## config.mk

```make
export PLATFORM = sky130hd
export DESIGN_NAME = data_mem_responder
export DESIGN_NICKNAME = d
export VERILOG_FILES = /design/src/rtl/data_mem_responder.sv
export SDC_FILE = /design/constraint.sdc
export NUM_CORES = 2
export LEC_CHECK = 0
export ABC_AREA = 1
export CAP_MARGIN = 10
export CORE_AREA = 5 5 495 497
export DETAILED_ROUTE_END_ITERATION = 12
export DIE_AREA = 0 0 500 502
export MAX_ROUTING_LAYER = met4
export PLACE_DENSITY = 0.59
export SETUP_SLACK_MARGIN = 0.3
export SYNTH_ARGS = -nofsm -noshare
export SYNTH_HDL_FRONTEND = slang
export SYNTH_SLANG_ARGS = --single-unit
```

## constraint.sdc

```tcl
create_clock -name CLK -period 64 [get_ports CLK]
set_clock_uncertainty 0.15 [all_clocks]
set_input_delay 9.6 -clock CLK [delete_from_list [all_inputs] [get_ports CLK]]
set_output_delay 9.6 -clock CLK [all_outputs]
set_load 0.02 [all_outputs]
```

## src/rtl/data_mem_responder.sv

```systemverilog
// Byte-addressed data memory answering CPU load/store requests with a fixed
// multi-cycle latency. Optional macro DMEM_POSTED_WRITE_EN gives 1-cycle stores.
module data_mem_responder #(
    parameter int DEPTH         = 256,
    parameter int ACCESS_CYCLES = 5
) (
    input  logic       CLK,
    input  logic       RESET,
    input  logic       read,
    input  logic       write,
    input  logic [7:0] address,
    input  logic [7:0] writedata,
    output logic [7:0] readdata,
    output logic       busywait
);

    localparam int AW = (DEPTH > 1) ? $clog2(DEPTH) : 1;

    typedef enum logic [1:0] {IDLE, BUSY, DONE} state_t;

    state_t        state;
    logic [3:0]    counter;
    logic          op_write;
    logic [AW-1:0] addr_q;
    logic [7:0]    data_q;
    logic [7:0]    mem [DEPTH];

    // The request is stalled in the same cycle it appears; DONE forces one
    // low cycle so a request still held by the CPU is not taken twice.
    always_comb begin
        busywait = 1'b0;
        case (state)
            IDLE:    busywait = read | write;
            BUSY:    busywait = 1'b1;
            DONE:    busywait = 1'b0;
            default: busywait = 1'b0;
        endcase
    end

    always_ff @(posedge CLK or posedge RESET) begin
        if (RESET) begin
            state    <= IDLE;
            counter  <= 4'd0;
            readdata <= 8'h00;
            op_write <= 1'b0;
            addr_q   <= '0;
            data_q   <= 8'h00;
            for (int i = 0; i < DEPTH; i++) begin
                mem[i] <= 8'h00;
            end
        end else begin
            case (state)
                IDLE: begin
                    if (read | write) begin
                        addr_q   <= address[AW-1:0];
                        data_q   <= writedata;
                        op_write <= write;
                        counter  <= 4'(ACCESS_CYCLES - 1);
`ifdef DMEM_POSTED_WRITE_EN
                        if (write) begin
                            mem[address[AW-1:0]] <= writedata;
                            state                <= DONE;
                        end else begin
                            state <= BUSY;
                        end
`else
                        state <= BUSY;
`endif
                    end
                end
                BUSY: begin
                    if (counter != 4'd0) begin
                        counter <= counter - 4'd1;
                    end else begin
                        if (op_write) begin
                            mem[addr_q] <= data_q;
                        end else begin
                            readdata <= mem[addr_q];
                        end
                        state <= DONE;
                    end
                end
                DONE: begin
                    state <= IDLE;
                end
                default: begin
                    state <= IDLE;
                end
            endcase
        end
    end

endmodule
```

; Yosys cells after proc, flatten, opt, wreduce, memory -nomap -nowiden
; Index checks and enable logic that the tools add are counted.
[classes]
bitwise_logic = 4
magnitude_cmp = 2
eq_ne = 4
n_addsub = 1
n_mux = 13
reduce_logical = 9
[op_table]
columns = operator, n
row1 = $bwmux W2048, 1
row2 = $bmux W8 S8, 1
row3 = $demux W8 S8, 1
row4 = $mux W8, 3
row5 = $ge A9 B9 Y1 const B, 1
row6 = $lt A9 B1 Y1 const B, 1
row7 = $not A8 Y9, 1
row8 = $reduce_and A3 Y1, 3
row9 = $mux W4, 2
row10 = $pmux W4 S2, 1
row11 = $ne A2 B2 Y1 const B, 3
row12 = $mux W2, 2
row13 = $pmux W2 S2, 1
row14 = $reduce_and A2 Y1, 2
row15 = $reduce_bool A4 Y1, 1
row16 = $sub A4 B1 Y4 const B, 1
row17 = $eq A2 B1 Y1 const B, 1
row18 = $logic_not A2 Y1, 1
row19 = $not A1 Y1, 2
row20 = $pmux W1 S2, 1
row21 = $reduce_bool A2 Y1, 1
row22 = $logic_and A1 B1 Y1, 1
row23 = $or A1 B1 Y1, 1
[word_totals]
out_inout_bits = 9
wordCells = 295
inputBits = 20
ff_bits = 2079

; Logic depth before layout (Yosys ltp)
[depth]
word_depth = 6
mapped_depth = 17
ltp_nobuf = 15

; Worst setup path before layout
; Ideal clock, no wire load.
[synth_path]
path_type = input to output
start = in write
end = out busywait
slack_ns = 44.047
arrival_ns = 10.203
required_time_ns = 54.250
path_stages = 2
path_buffers = 0
path_cell_list = o21ai_0 -> nand2_1
[synth_between]
elab_chain_len = 2
[synth_lines]
columns = item, line_no
row1 = start: declaration, 10  ; input logic write,
row2 = $or A1 B1 Y1, 33  ; IDLE: busywait = read | write;
row3 = $pmux W1 S2, 32  ; case (state)
row4 = end: declaration, 14  ; output logic busywait
; No other way between the ends.

; Worst setup path in the final report
; Same ends and word-level chain as after synthesis.

==> flow_metrics.env <==
export IMPL_port_buffers=28
export IMPL_cts_hold_buf=0
export IMPL_htreeDepth=4
export IMPL_drcViolationCount=0
export IMPL_holdCritPathClass="reg -> reg"
export IMPL_power_frac_seq=0.382
export IMPL_core_area_um2=240000
export IMPL_mostFrequentLayoutCell="nand2_1"
export IMPL_p_int_mw=2.26
export IMPL_grt_pass1_wl_um=466000
export IMPL_dieWidth_um=500
export IMPL_cts_setup_buffers=0
export IMPL_cts_buffers=223
export IMPL_track_usage=0.243
export IMPL_initial_core_util=0.398
export IMPL_syn_to_final_growth_pct=9.67
export IMPL_viasPerCell=5.29
export IMPL_period_minus_slack_ns=20.67
export IMPL_rsz0062_at_grt="no"
export IMPL_cts_root_buffer_cell="clkbuf_16"
export IMPL_fp_row_count=180
export IMPL_wl_um=300000
export IMPL_path_clk_slew_ns=0.05
export IMPL_total_power_mw=3.68
export IMPL_yosysSeqAreaShare=0.545
export IMPL_timing_fmax_mhz=48.4
export IMPL_swShare=0.386
export IMPL_multi_input_area_um2=39400
export IMPL_finalSetupTns_ns=0
export IMPL_whs_ns=0.332
export IMPL_final_cell_mix="6353 x nand2_1, 2077 x dfrtp_1, 1795 x o21ai_0"
export IMPL_nets=11884
export IMPL_die_area_um2=251000
export IMPL_fillers=23990
export IMPL_r2r_start="addr_q[1]$_DFFE_PP0P_"
export IMPL_p_per_area_nw_per_um2=35.2
export IMPL_drv_slew=0
export IMPL_synth_seq_cells=2079
export IMPL_hold_start="mem[177]$_DFFE_PP0P_"
export IMPL_critPathKind="in -> out"
export IMPL_die_height_um=502
export IMPL_worst_ir_drop_vdd_mv=0.0690
export IMPL_synthCells=12370
export IMPL_r2r_slack_ns=57.10
export IMPL_power_frac_comb=0.253
export IMPL_start_kind="primary input"
export IMPL_path_max_fanout=2
export IMPL_ys_warnings_count=0
export IMPL_status="complete, no violations"
export IMPL_pwr_share_clk=0.365
export IMPL_syn_area_per_cell_um2=7.71
export IMPL_final_cells=15236
export IMPL_p_sw_mw=1.42
export IMPL_drt_initial_drc_count=8018
export IMPL_synth_area_um2=95400
export IMPL_drive_above_1_share=0.0589
export IMPL_grt_pass1_vias=77052
export IMPL_drv_cap=0
export IMPL_worstSkewPairLatency_ns=0.87
export IMPL_slew_headroom=0.239
export IMPL_firstDrtPassIters=6
export IMPL_dp_cells=14823
export IMPL_hold_viol_final=0
export IMPL_p_leak_nw=50.4
export IMPL_gp_congestion=0.860
export IMPL_synth_cell_types=27
export IMPL_crit_path_start="write"
export IMPL_cts_tree="built"
export IMPL_setup_viol=0
export IMPL_io_pins=29
export IMPL_grt_antenna_before_repair=5
export IMPL_critical_path_arrival_ns=10.92
export IMPL_globalRoute_totalOverflow=0
export IMPL_cts_resized=0
export IMPL_required_ns=54.25
export IMPL_grt_max_degree=177
export IMPL_register_area_um2=52000
export IMPL_tightest_slew_ns=1.14
export IMPL_syn_num_nets=12391
export IMPL_drtAntennaViolNets=0
export IMPL_fin_crit_sh=0.323
export IMPL_post_dp_hpwl_um=171000
export IMPL_cts_num_sinks=2079
export IMPL_vias=80637
export IMPL_clock_path_buffers=3
export IMPL_wl_per_cell_um=19.7
export IMPL_cp_end_kind="output pin"
-- stage by stage --
step	setup WS [ns]	utilization	cell area, um^2
5_1_grt	43.24	0.436	105000
4_1_cts	43.28	0.436	105000
2_1_floorplan	25.38	-	95400
3_5_place_dp	43.29	0.404	96900
6_report	43.33	0.436	105000
3_3_place_gp	43.22	0.404	96900
-- critical path: stages --
cell             delay [ns]
clkdlybuf4s50_1        0.42
o21ai_0                0.26
nand2_1                0.08
clkdlybuf4s50_1        0.55
-- area by class of cell --
class,instances,area share
diodes,5,0.000120
repair buffers,145,0.0123
multi-input cells,9377,0.376
inverters,37,0.00234
well taps,3185,0.0381
clock buffers,341,0.0647
flip-flops and latches,2079,0.497
clock inverters,67,0.00891
-- per-layer routing --
| metal | GRT usage | wire, um | vias up |
|---|---|---|---|
| met4 | 0.0739 | 9930 | 0 |
| met3 | 0.0418 | 21600 | 507 |
| met1 | 0.328 | 133000 | 39304 |
| met2 | 0.376 | 136000 | 2599 |
| li1 | - | - | 38227 |
| met5 | - | 0 | - |
-- state kept, by name, indices dropped and copies added (netlist names) --
signal and flops:
state 2, counter 4, addr_q 8, readdata 8
op_write 1, mem 2048, data_q 8
-- cell usage after synthesis --
library cell / count / area [um^2]
nor2_2: 3 / 18.8
buf_6: 22 / 248
o21a_1: 2 / 15.0
o31ai_1: 1 / 7.51
buf_2: 292 / 1460
clkbuf_1: 494 / 1850
nor2_8: 7 / 140
nand3_1: 132 / 661
nand2_2: 131 / 820
buf_1: 54 / 203
o21ai_0: 1795 / 8980
o21bai_1: 2 / 15.0
inv_2: 8 / 30.0
inv_1: 25 / 93.8
ha_1: 1 / 12.5
nor2_4: 26 / 293
a21oi_1: 93 / 465
clkinv_4: 1 / 8.76
dfrtp_1: 2079 / 52000
nand2_4: 36 / 405
nor2_1: 337 / 1260
nand4_1: 89 / 557
inv_4: 3 / 18.8
nor3_1: 2 / 10.0
nand2_1: 6353 / 23800
o21ai_1: 367 / 1840
buf_4: 15 / 113
-- power by group through the flow --
| stage | Sequential [mW] | Clock (mW) | Combinational, mW |
|---|---|---|---|
| global route | 1.41 | 1.42 | 0.975 |
| detailed placement | 1.43 | 0 | 0.923 |
| global placement | 1.43 | 0 | 0.920 |
| finish | 1.41 | 1.34 | 0.929 |
| CTS | 1.41 | 1.37 | 0.924 |
| floorplan | 1.42 | 0 | 0.546 |
-- cell families after synthesis --
| kind of cell | count (synthesis) | synth area share |
|---|---|---|
| flip-flops | 2079 | 0.545 |
| buffers and inverters | 914 | 0.0422 |
| adder cells (fa/ha/maj) | 1 | 0.000131 |
| AND/OR/NAND/NOR | 7116 | 0.294 |
| AO/OA/AOI/OAI | 2260 | 0.119 |
-- final timing paths --
kind,depth (start not counted),to
min in group asynchronous,2,mem[1684]$_DFFE_PP0P_
min reg2reg,2,mem[177]$_DFFE_PP0P_
max in group asynchronous,6,mem[141]$_DFFE_PP0P_
min,2,mem[177]$_DFFE_PP0P_
max,4,busywait
max reg2reg,18,readdata[4]$_DFFE_PP0P_
Power figures use the tool's default switching activity.
